`config.mk`:
```
export PLATFORM = sky130hd
export DESIGN_NAME = dmmu_xlate_flat
export DESIGN_NICKNAME = d
export VERILOG_FILES = /design/src/rtl/dmmu_xlate_pkg.sv /design/src/rtl/dmmu_xlate_if.sv /design/src/rtl/dmmu_xlate_chk.sv /design/src/rtl/dmmu_xlate.sv /design/src/flat_wrapper.sv
export SDC_FILE = /design/constraint.sdc
export NUM_CORES = 1
export LEC_CHECK = 0
export BUFFER_PORTS_ARGS = -buffer_cell sky130_fd_sc_hd__buf_2
export CAP_MARGIN = 10
export CELL_PAD_IN_SITES_DETAIL_PLACEMENT = 1
export CELL_PAD_IN_SITES_GLOBAL_PLACEMENT = 1
export CORE_MARGIN = 5
export CORE_UTILIZATION = 29
export CTS_BUF_LIST = sky130_fd_sc_hd__clkbuf_16
export CTS_CLUSTER_DIAMETER = 40
export CTS_CLUSTER_SIZE = 8
export DETAILED_ROUTE_END_ITERATION = 12
export PLACE_DENSITY = 0.8
export SYNTH_ARGS = -nofsm -noshare
export SYNTH_HDL_FRONTEND = slang
export SYNTH_HIERARCHICAL = 1
export SYNTH_SLANG_ARGS = --single-unit
```
`constraint.sdc`:
```
create_clock -name clk -period 2.4 [get_ports clk]
set_input_delay 0.24 -clock clk [delete_from_list [all_inputs] [get_ports clk]]
set_output_delay 0.24 -clock clk [all_outputs]
set_load 0.005 [all_outputs]
```
`src/rtl/dmmu_xlate_pkg.sv`:
```
// dmmu_xlate_pkg: shared constants and types for the load/store address
// translation stage (dmmu_xlate) and its mode/exception checker (dmmu_chk).
//   - exception codes reported on resp_ecode
//   - field positions inside the direct-map window CSRs
//   - TLB page-size encodings
//   - response-stage state type and the dmw_hit helper
package dmmu_xlate_pkg;

   localparam logic [5:0] ECODE_NONE = 6'h00;
   localparam logic [5:0] ECODE_TLBR = 6'h3F;
   localparam logic [5:0] ECODE_PIL  = 6'h01;
   localparam logic [5:0] ECODE_PIS  = 6'h02;
   localparam logic [5:0] ECODE_PME  = 6'h04;
   localparam logic [5:0] ECODE_PPI  = 6'h07;

   localparam int unsigned DMW_VSEG_HI = 31;
   localparam int unsigned DMW_VSEG_LO = 29;
   localparam int unsigned DMW_PSEG_HI = 27;
   localparam int unsigned DMW_PSEG_LO = 25;
   localparam int unsigned DMW_MAT_HI  = 5;
   localparam int unsigned DMW_MAT_LO  = 4;
   localparam int unsigned DMW_PLV3    = 3;
   localparam int unsigned DMW_PLV0    = 0;

   localparam logic [5:0] PS_4K = 6'd12;
   localparam logic [5:0] PS_4M = 6'd22;

   typedef enum logic {
      ST_EMPTY = 1'b0,
      ST_FULL  = 1'b1
   } rsp_state_t;

   // A window only serves PLV0 or PLV3; PLV1/PLV2 never hit.
   function automatic logic dmw_hit(input logic [31:0] dmw,
                                    input logic [31:0] va,
                                    input logic [1:0]  plv);
      logic plv_ok;
      plv_ok = ((plv == 2'd0) && dmw[DMW_PLV0]) || ((plv == 2'd3) && dmw[DMW_PLV3]);
      return (va[31:29] == dmw[DMW_VSEG_HI:DMW_VSEG_LO]) && plv_ok;
   endfunction

endpackage

```
`src/rtl/dmmu_xlate_if.sv`:
```
// dmmu_xlate_if: request/response handshake bundle of the translation stage.
//   req_valid/req_ready/req_vaddr/req_wr : request from the LSU
//   resp_valid/resp_ready/resp_*          : registered translation result
// Modports: master = requester/consumer side, slave = dmmu_xlate.
interface dmmu_xlate_if #(
   parameter int unsigned TLBNUM = 16
);
   localparam int unsigned IW = $clog2(TLBNUM);

   logic          req_valid;
   logic          req_ready;
   logic [31:0]   req_vaddr;
   logic          req_wr;
   logic          resp_valid;
   logic          resp_ready;
   logic [31:0]   resp_paddr;
   logic [1:0]    resp_mat;
   logic          resp_ex;
   logic [5:0]    resp_ecode;
   logic [31:0]   resp_badv;
   logic [IW-1:0] resp_tlb_idx;

   modport master (
      output req_valid, req_vaddr, req_wr, resp_ready,
      input  req_ready, resp_valid, resp_paddr, resp_mat, resp_ex,
             resp_ecode, resp_badv, resp_tlb_idx
   );

   modport slave (
      input  req_valid, req_vaddr, req_wr, resp_ready,
      output req_ready, resp_valid, resp_paddr, resp_mat, resp_ex,
             resp_ecode, resp_badv, resp_tlb_idx
   );
endinterface

```
`src/rtl/dmmu_xlate_chk.sv`:
```
// dmmu_chk: combinational mode select and exception/PA computation.
// Inputs : CSR mode bits (da, pg, plv, datm), DMW CSRs, VA and store flag,
//          TLB search-port-1 results.
// Outputs: paddr, mat, ex, ecode, tlb_idx for the response register.
// Build option: DMMU_DMW_EN enables the direct-map windows; otherwise
// paged mode always goes through the TLB and dmw0/dmw1 are ignored.
module dmmu_chk
   import dmmu_xlate_pkg::*;
#(
   parameter int unsigned TLBNUM = 16,
   localparam int unsigned IW    = $clog2(TLBNUM)
) (
   input  logic          da,
   input  logic          pg,
   input  logic [1:0]    plv,
   input  logic [1:0]    datm,
   input  logic [31:0]   dmw0,
   input  logic [31:0]   dmw1,
   input  logic [31:0]   vaddr,
   input  logic          wr,
   input  logic          s1_found,
   input  logic [IW-1:0] s1_index,
   input  logic [19:0]   s1_ppn,
   input  logic [5:0]    s1_ps,
   input  logic [1:0]    s1_plv,
   input  logic [1:0]    s1_mat,
   input  logic          s1_d,
   input  logic          s1_v,
   output logic [31:0]   paddr,
   output logic [1:0]    mat,
   output logic          ex,
   output logic [5:0]    ecode,
   output logic [IW-1:0] tlb_idx
);

`ifndef DMMU_DMW_EN
   logic unused_dmw;
   assign unused_dmw = ^{dmw0, dmw1};
`endif

   always_comb begin
      paddr   = vaddr;
      mat     = datm;
      ex      = 1'b0;
      ecode   = ECODE_NONE;
      tlb_idx = '0;
      // DA=0 with PG=0 is an illegal CSR combination; it falls back to DA.
      if (da || !pg) begin
         paddr = vaddr;
      end
`ifdef DMMU_DMW_EN
      else if (dmw_hit(dmw0, vaddr, plv)) begin
         paddr = {dmw0[DMW_PSEG_HI:DMW_PSEG_LO], vaddr[28:0]};
         mat   = dmw0[DMW_MAT_HI:DMW_MAT_LO];
      end
      else if (dmw_hit(dmw1, vaddr, plv)) begin
         paddr = {dmw1[DMW_PSEG_HI:DMW_PSEG_LO], vaddr[28:0]};
         mat   = dmw1[DMW_MAT_HI:DMW_MAT_LO];
      end
`endif
      else begin
         paddr = '0;
         mat   = '0;
         if (!s1_found) begin
            ex    = 1'b1;
            ecode = ECODE_TLBR;
         end else begin
            tlb_idx = s1_index;
            if (!s1_v) begin
               ex    = 1'b1;
               ecode = wr ? ECODE_PIS : ECODE_PIL;
            end else if (plv > s1_plv) begin
               ex    = 1'b1;
               ecode = ECODE_PPI;
            end else if (wr && !s1_d) begin
               ex    = 1'b1;
               ecode = ECODE_PME;
            end else begin
               paddr = (s1_ps == PS_4M) ? {s1_ppn[19:10], vaddr[21:0]}
                                        : {s1_ppn, vaddr[11:0]};
               mat   = s1_mat;
            end
         end
      end
   end

endmodule

```
`src/rtl/dmmu_xlate.sv`:
```
// dmmu_xlate: load/store address-translation stage in front of TLB port 1.
// Ports:
//   clk, resetn (sync, active low), flush (kills request and held response)
//   bus        : dmmu_xlate_if.slave request/response handshake
//   csr_*      : CRMD DA/PG/PLV/DATM, ASID, DMW0/DMW1
//   s1_vppn/s1_va_bit12/s1_asid : combinational TLB search inputs
//   s1_found/index/ppn/ps/plv/mat/d/v : TLB search results
// Build option: DMMU_DMW_EN enables direct-map window translation.
// The result is held in a one-entry output register with 1-cycle latency.
module dmmu_xlate
   import dmmu_xlate_pkg::*;
#(
   parameter int unsigned TLBNUM = 16,
   localparam int unsigned IW    = $clog2(TLBNUM)
) (
   input  logic                 clk,
   input  logic                 resetn,
   input  logic                 flush,
   dmmu_xlate_if.slave          bus,
   input  logic                 csr_crmd_da,
   input  logic                 csr_crmd_pg,
   input  logic [1:0]           csr_crmd_plv,
   input  logic [1:0]           csr_crmd_datm,
   input  logic [9:0]           csr_asid,
   input  logic [31:0]          csr_dmw0,
   input  logic [31:0]          csr_dmw1,
   output logic [18:0]          s1_vppn,
   output logic                 s1_va_bit12,
   output logic [9:0]           s1_asid,
   input  logic                 s1_found,
   input  logic [IW-1:0]        s1_index,
   input  logic [19:0]          s1_ppn,
   input  logic [5:0]           s1_ps,
   input  logic [1:0]           s1_plv,
   input  logic [1:0]           s1_mat,
   input  logic                 s1_d,
   input  logic                 s1_v
);

   rsp_state_t    state_q, state_d;
   logic          accept;
   logic [31:0]   c_paddr;
   logic [1:0]    c_mat;
   logic          c_ex;
   logic [5:0]    c_ecode;
   logic [IW-1:0] c_idx;
   logic [31:0]   paddr_q, badv_q;
   logic [1:0]    mat_q;
   logic          ex_q;
   logic [5:0]    ecode_q;
   logic [IW-1:0] idx_q;

   assign s1_vppn     = bus.req_vaddr[31:13];
   assign s1_va_bit12 = bus.req_vaddr[12];
   assign s1_asid     = csr_asid;

   dmmu_chk #(.TLBNUM(TLBNUM)) u_chk (
      .da       (csr_crmd_da),
      .pg       (csr_crmd_pg),
      .plv      (csr_crmd_plv),
      .datm     (csr_crmd_datm),
      .dmw0     (csr_dmw0),
      .dmw1     (csr_dmw1),
      .vaddr    (bus.req_vaddr),
      .wr       (bus.req_wr),
      .s1_found (s1_found),
      .s1_index (s1_index),
      .s1_ppn   (s1_ppn),
      .s1_ps    (s1_ps),
      .s1_plv   (s1_plv),
      .s1_mat   (s1_mat),
      .s1_d     (s1_d),
      .s1_v     (s1_v),
      .paddr    (c_paddr),
      .mat      (c_mat),
      .ex       (c_ex),
      .ecode    (c_ecode),
      .tlb_idx  (c_idx)
   );

   assign bus.req_ready = !flush && ((state_q == ST_EMPTY) || bus.resp_ready);
   assign accept        = bus.req_valid && bus.req_ready;

   always_ff @(posedge clk) begin
      if (!resetn) state_q <= ST_EMPTY;
      else         state_q <= state_d;
   end

   always_comb begin
      state_d = state_q;
      if (flush)                                   state_d = ST_EMPTY;
      else if (accept)                             state_d = ST_FULL;
      else if (state_q == ST_FULL && bus.resp_ready) state_d = ST_EMPTY;
   end

   always_ff @(posedge clk) begin
      if (!resetn) begin
         paddr_q <= '0;
         mat_q   <= '0;
         ex_q    <= 1'b0;
         ecode_q <= '0;
         badv_q  <= '0;
         idx_q   <= '0;
      end else if (accept) begin
         paddr_q <= c_paddr;
         mat_q   <= c_mat;
         ex_q    <= c_ex;
         ecode_q <= c_ecode;
         badv_q  <= bus.req_vaddr;
         idx_q   <= c_idx;
      end
   end

   assign bus.resp_valid   = (state_q == ST_FULL);
   assign bus.resp_paddr   = paddr_q;
   assign bus.resp_mat     = mat_q;
   assign bus.resp_ex      = ex_q;
   assign bus.resp_ecode   = ecode_q;
   assign bus.resp_badv    = badv_q;
   assign bus.resp_tlb_idx = idx_q;

endmodule

```
`src/flat_wrapper.sv`:
```
// flat-port wrapper written by rule: the top's interface ports become plain ports
module dmmu_xlate_flat import dmmu_xlate_pkg::*;
#(
   parameter int unsigned TLBNUM = 16,
   localparam int unsigned IW    = $clog2(TLBNUM)
)
  (clk, resetn, flush, csr_crmd_da, csr_crmd_pg, csr_crmd_plv, csr_crmd_datm, csr_asid, csr_dmw0, csr_dmw1, s1_vppn, s1_va_bit12, s1_asid, s1_found, s1_index, s1_ppn, s1_ps, s1_plv, s1_mat, s1_d, s1_v, bus_req_valid, bus_req_vaddr, bus_req_wr, bus_resp_ready, bus_req_ready, bus_resp_valid, bus_resp_paddr, bus_resp_mat, bus_resp_ex, bus_resp_ecode, bus_resp_badv, bus_resp_tlb_idx);
  dmmu_xlate_if #(.TLBNUM(TLBNUM)) bus_i ();
  input  logic clk;
  input  logic resetn;
  input  logic flush;
  input  logic csr_crmd_da;
  input  logic csr_crmd_pg;
  input  logic [1:0] csr_crmd_plv;
  input  logic [1:0] csr_crmd_datm;
  input  logic [9:0] csr_asid;
  input  logic [31:0] csr_dmw0;
  input  logic [31:0] csr_dmw1;
  output logic [18:0] s1_vppn;
  output logic s1_va_bit12;
  output logic [9:0] s1_asid;
  input  logic s1_found;
  input  logic [IW-1:0] s1_index;
  input  logic [19:0] s1_ppn;
  input  logic [5:0] s1_ps;
  input  logic [1:0] s1_plv;
  input  logic [1:0] s1_mat;
  input  logic s1_d;
  input  logic s1_v;
  input wire logic [$bits(bus_i.req_valid)-1:0] bus_req_valid;
  input wire logic [$bits(bus_i.req_vaddr)-1:0] bus_req_vaddr;
  input wire logic [$bits(bus_i.req_wr)-1:0] bus_req_wr;
  input wire logic [$bits(bus_i.resp_ready)-1:0] bus_resp_ready;
  output wire logic [$bits(bus_i.req_ready)-1:0] bus_req_ready;
  output wire logic [$bits(bus_i.resp_valid)-1:0] bus_resp_valid;
  output wire logic [$bits(bus_i.resp_paddr)-1:0] bus_resp_paddr;
  output wire logic [$bits(bus_i.resp_mat)-1:0] bus_resp_mat;
  output wire logic [$bits(bus_i.resp_ex)-1:0] bus_resp_ex;
  output wire logic [$bits(bus_i.resp_ecode)-1:0] bus_resp_ecode;
  output wire logic [$bits(bus_i.resp_badv)-1:0] bus_resp_badv;
  output wire logic [$bits(bus_i.resp_tlb_idx)-1:0] bus_resp_tlb_idx;
  assign bus_i.req_valid = bus_req_valid;
  assign bus_i.req_vaddr = bus_req_vaddr;
  assign bus_i.req_wr = bus_req_wr;
  assign bus_i.resp_ready = bus_resp_ready;
  assign bus_req_ready = bus_i.req_ready;
  assign bus_resp_valid = bus_i.resp_valid;
  assign bus_resp_paddr = bus_i.resp_paddr;
  assign bus_resp_mat = bus_i.resp_mat;
  assign bus_resp_ex = bus_i.resp_ex;
  assign bus_resp_ecode = bus_i.resp_ecode;
  assign bus_resp_badv = bus_i.resp_badv;
  assign bus_resp_tlb_idx = bus_i.resp_tlb_idx;
  dmmu_xlate #(.TLBNUM(TLBNUM)) u_core (.clk(clk), .resetn(resetn), .flush(flush), .bus(bus_i), .csr_crmd_da(csr_crmd_da), .csr_crmd_pg(csr_crmd_pg), .csr_crmd_plv(csr_crmd_plv), .csr_crmd_datm(csr_crmd_datm), .csr_asid(csr_asid), .csr_dmw0(csr_dmw0), .csr_dmw1(csr_dmw1), .s1_vppn(s1_vppn), .s1_va_bit12(s1_va_bit12), .s1_asid(s1_asid), .s1_found(s1_found), .s1_index(s1_index), .s1_ppn(s1_ppn), .s1_ps(s1_ps), .s1_plv(s1_plv), .s1_mat(s1_mat), .s1_d(s1_d), .s1_v(s1_v));
endmodule
```
==> results.cfg <==
[cells_and_area]
num_antenna_cells = 0
finalNetCount = 753
areaGrowthSynthToFinish_pct = 25.2
fin_area_um2 = 4950
final_cells = 777
fillerInstances = 1629
drive_gt1_frac = 0.336
post-route-util = 0.372

[status]
status = completed

[grt]
grt_pass1_vias = 3699
grt_pass1_wl_mm = 18.7
grt-ovfl-total = 0
grt_max_degree = 156
antenna_found_initial = 0
track_usage = 0.142

[sta]
finalCritPeriodShare = 0.807
setup_viol = 0
slew_violations = 0
max_freq_ghz = 0.516
tightest_slew_ns = 0.706
clock_skew_ns = 0.00717
relSlewSlack = 0.528
hold_violations = 0
period_minus_slack_ns = 1.94
rsz0062_at_grt = no
tns_ns = 0

[setup_path]
r2r_cells = 4
critPathTopFamily = simple AND/OR/NAND/NOR gates
critical_path_arrival_ns = 2.19
cp.required_ns = 2.65
path_cells = buf_2 -> inv_1 -> ha_1 -> nor2b_1 -> a2bb2oi_2 -> nor4b_4 -> a22o_1 -> nand2_1 -> mux2i_1
critPathLaunchType = input pin
r2r_slack_ns = 0.86
max_stage_delay_ns = 0.67
crit_slowest_cell = nor4b_4
cp_max_fo = 10
crit_type = input pin to register
path_buf_inv = 2
cp.depth = 9
end_kind = register

[die]
io_pins = 264
die_area_um2 = 16100
rows = 42
initial_core_util = 0.297
die_x_um = 127
chipHeight_um = 127
core_um2 = 13300

[placed_design]
place_hpwl_mm = 8.76
dpl_cell_area_um2 = 4700
gp_congestion = 0.796
dp_cells = 761
numPortBuffers = 179

[clock_tree]
numClockSinks = 78
postCtsHoldBufs = 0
clock_latency_ns = 0.33
htree_num_levels = 3
cts-root-buf = clkbuf_16
ctsResizeCount = 0
cts_buffers = 9
clk_pin_slew_ns = 0.06
cts_setup_buffers = 0
cts.path.max_buffers = 2
cts_tree = yes

[synth]
syn-num-nets = 621
synth_common_cells = nand2_1 (178), dfxtp_1 (78), mux2i_1 (77), buf_4 (37), clkbuf_1 (16)
synth_cells = 464
synth_edf_count = 0
yosysMostFrequentCell = nand2_1
synth_seq_cells = 78
async_flop_share = 0
yosys_most_used_dff = dfxtp_1
yosysUniqueCellTypes = 33
synthTopCellsByArea = dfxtp_1 (39%), mux2i_1 (19%), nand2_1 (17%)
netlist_area_um2 = 3960
ys_seq_area_frac = 0.395
avgSynthCellArea_um2 = 8.52
netlist.area_leader.share = 0.395
yosys_warnings = 6
synth_area_leader_cell = dfxtp_1

[detailed_routing]
vias_per_cell = 4.55
num_vias = 3532
drtPass1Iterations = 4
drc_errors = 0
drt-initial-drc-count = 135
wl_per_cell_um = 15.2
ant_nets = 0
wirelength_mm = 11.8

[power_and_ir_drop]
power_mw = 3.04
ir_drop_mv = 0.282
leakagePower_nw = 2.40
p_per_area_nw_per_um2 = 614

[min_path]
min_path_cells = 2
hp-class = input pin to register

[flow_run]
max-cap-violations = 0
[layer usage]
metal | up-vias | part of all wire | global-route usage
met4 | 0 | 0.020 | 0.0555
met3 | 18 | 0.059 | 0.0399
met2 | 121 | 0.50 | 0.248
li1 | 1737 | - | -
met1 | 1656 | 0.42 | 0.164
met5 | - | 0 | 0
[state kept, by name, summed over array words and instances (netlist names)]
| name | cells |
|---|---|
| u_core/bus.resp_valid | 1 |
| u_core/bus.resp_mat | 2 |
| u_core/bus.resp_badv | 32 |
| u_core/bus.resp_ecode | 6 |
| u_core/bus.resp_tlb_idx | 4 |
| u_core/bus.resp_ex | 1 |
| u_core/bus.resp_paddr | 32 |
[cells by family after synthesis]
family,count (synthesis),share of synthesized area
fa+ha+maj,2,0.00633
mux,77,0.195
buf+inv,66,0.116
flops,78,0.395
simple gates,211,0.232
compound gates,30,0.0554
[worst reg2reg max path, cell delays in order, from the launching register on]
cell     delay, ns
dfxtp_1       0.31
nor2b_4       0.13
nor3b_4       0.21
buf_12        0.44
mux2i_1       0.37
[through the flow]
step	hold WS [ns]	setup WS, ns
2_1_floorplan	0.316	0.655
3_3_place_gp	0.440	0.206
3_5_place_dp	0.446	0.119
4_1_cts	0.119	0.465
5_1_grt	0.142	0.365
6_report	0.136	0.463
[path summary, 6_finish.rpt]
kind                                                        startpoint                                 endpoint
worst max register to register      u_core/bus.resp_valid$_SDFFE_PP0P_  u_core/bus.resp_tlb_idx[1]$_SDFFE_PN0P_
worst max-delay path                                         s1_plv[1]   u_core/bus.resp_paddr[17]$_SDFFE_PN0P_
worst min register to register  u_core/bus.resp_paddr[22]$_SDFFE_PN0P_   u_core/bus.resp_paddr[22]$_SDFFE_PN0P_
worst min-delay path                                             flush       u_core/bus.resp_valid$_SDFFE_PP0P_
[cells in the final DEF (no fill, tap or decap)]
master     instances
o31ai_4            1
nor3b_4            1
ha_1               2
nor2b_1           15
clkinv_2           1
or2_2              1
buf_2            178
a22o_1            10
a2bb2oi_2          1
and3_1             4
nor4bb_1           1
nand3b_1           1
nand2_1          178
a21oi_1            3
clkinv_1           1
o21a_1             1
clkbuf_16          9
a21boi_0           1
nor2b_4            1
nand2b_1           2
nor4b_4            1
nor2_1             3
o21ai_0           12
o21ai_1            1
mux2i_1           77
nand3b_4           1
dfxtp_1           78
inv_1              7
buf_4              5
nor3b_1            1
buf_12             2
or2_1              1
[report_power, final]
group	switching, mW	internal, mW
sequential	0.0280	1.35
clock	0.518	0.676
combinational	0.249	0.212
total	0.795	2.24
[cell type report]
class / count / area, µm² / share of cell area
well taps: 176 / 220 / 0.0445
inverters: 2 / 7.51 / 0.00152
multi-input cells: 320 / 1940 / 0.392
repair buffers: 185 / 968 / 0.196
clock inverters: 7 / 27.5 / 0.00556
flip-flops and latches: 78 / 1560 / 0.315
clock buffers: 9 / 225 / 0.0455
(Power assumes the default switching activity.)
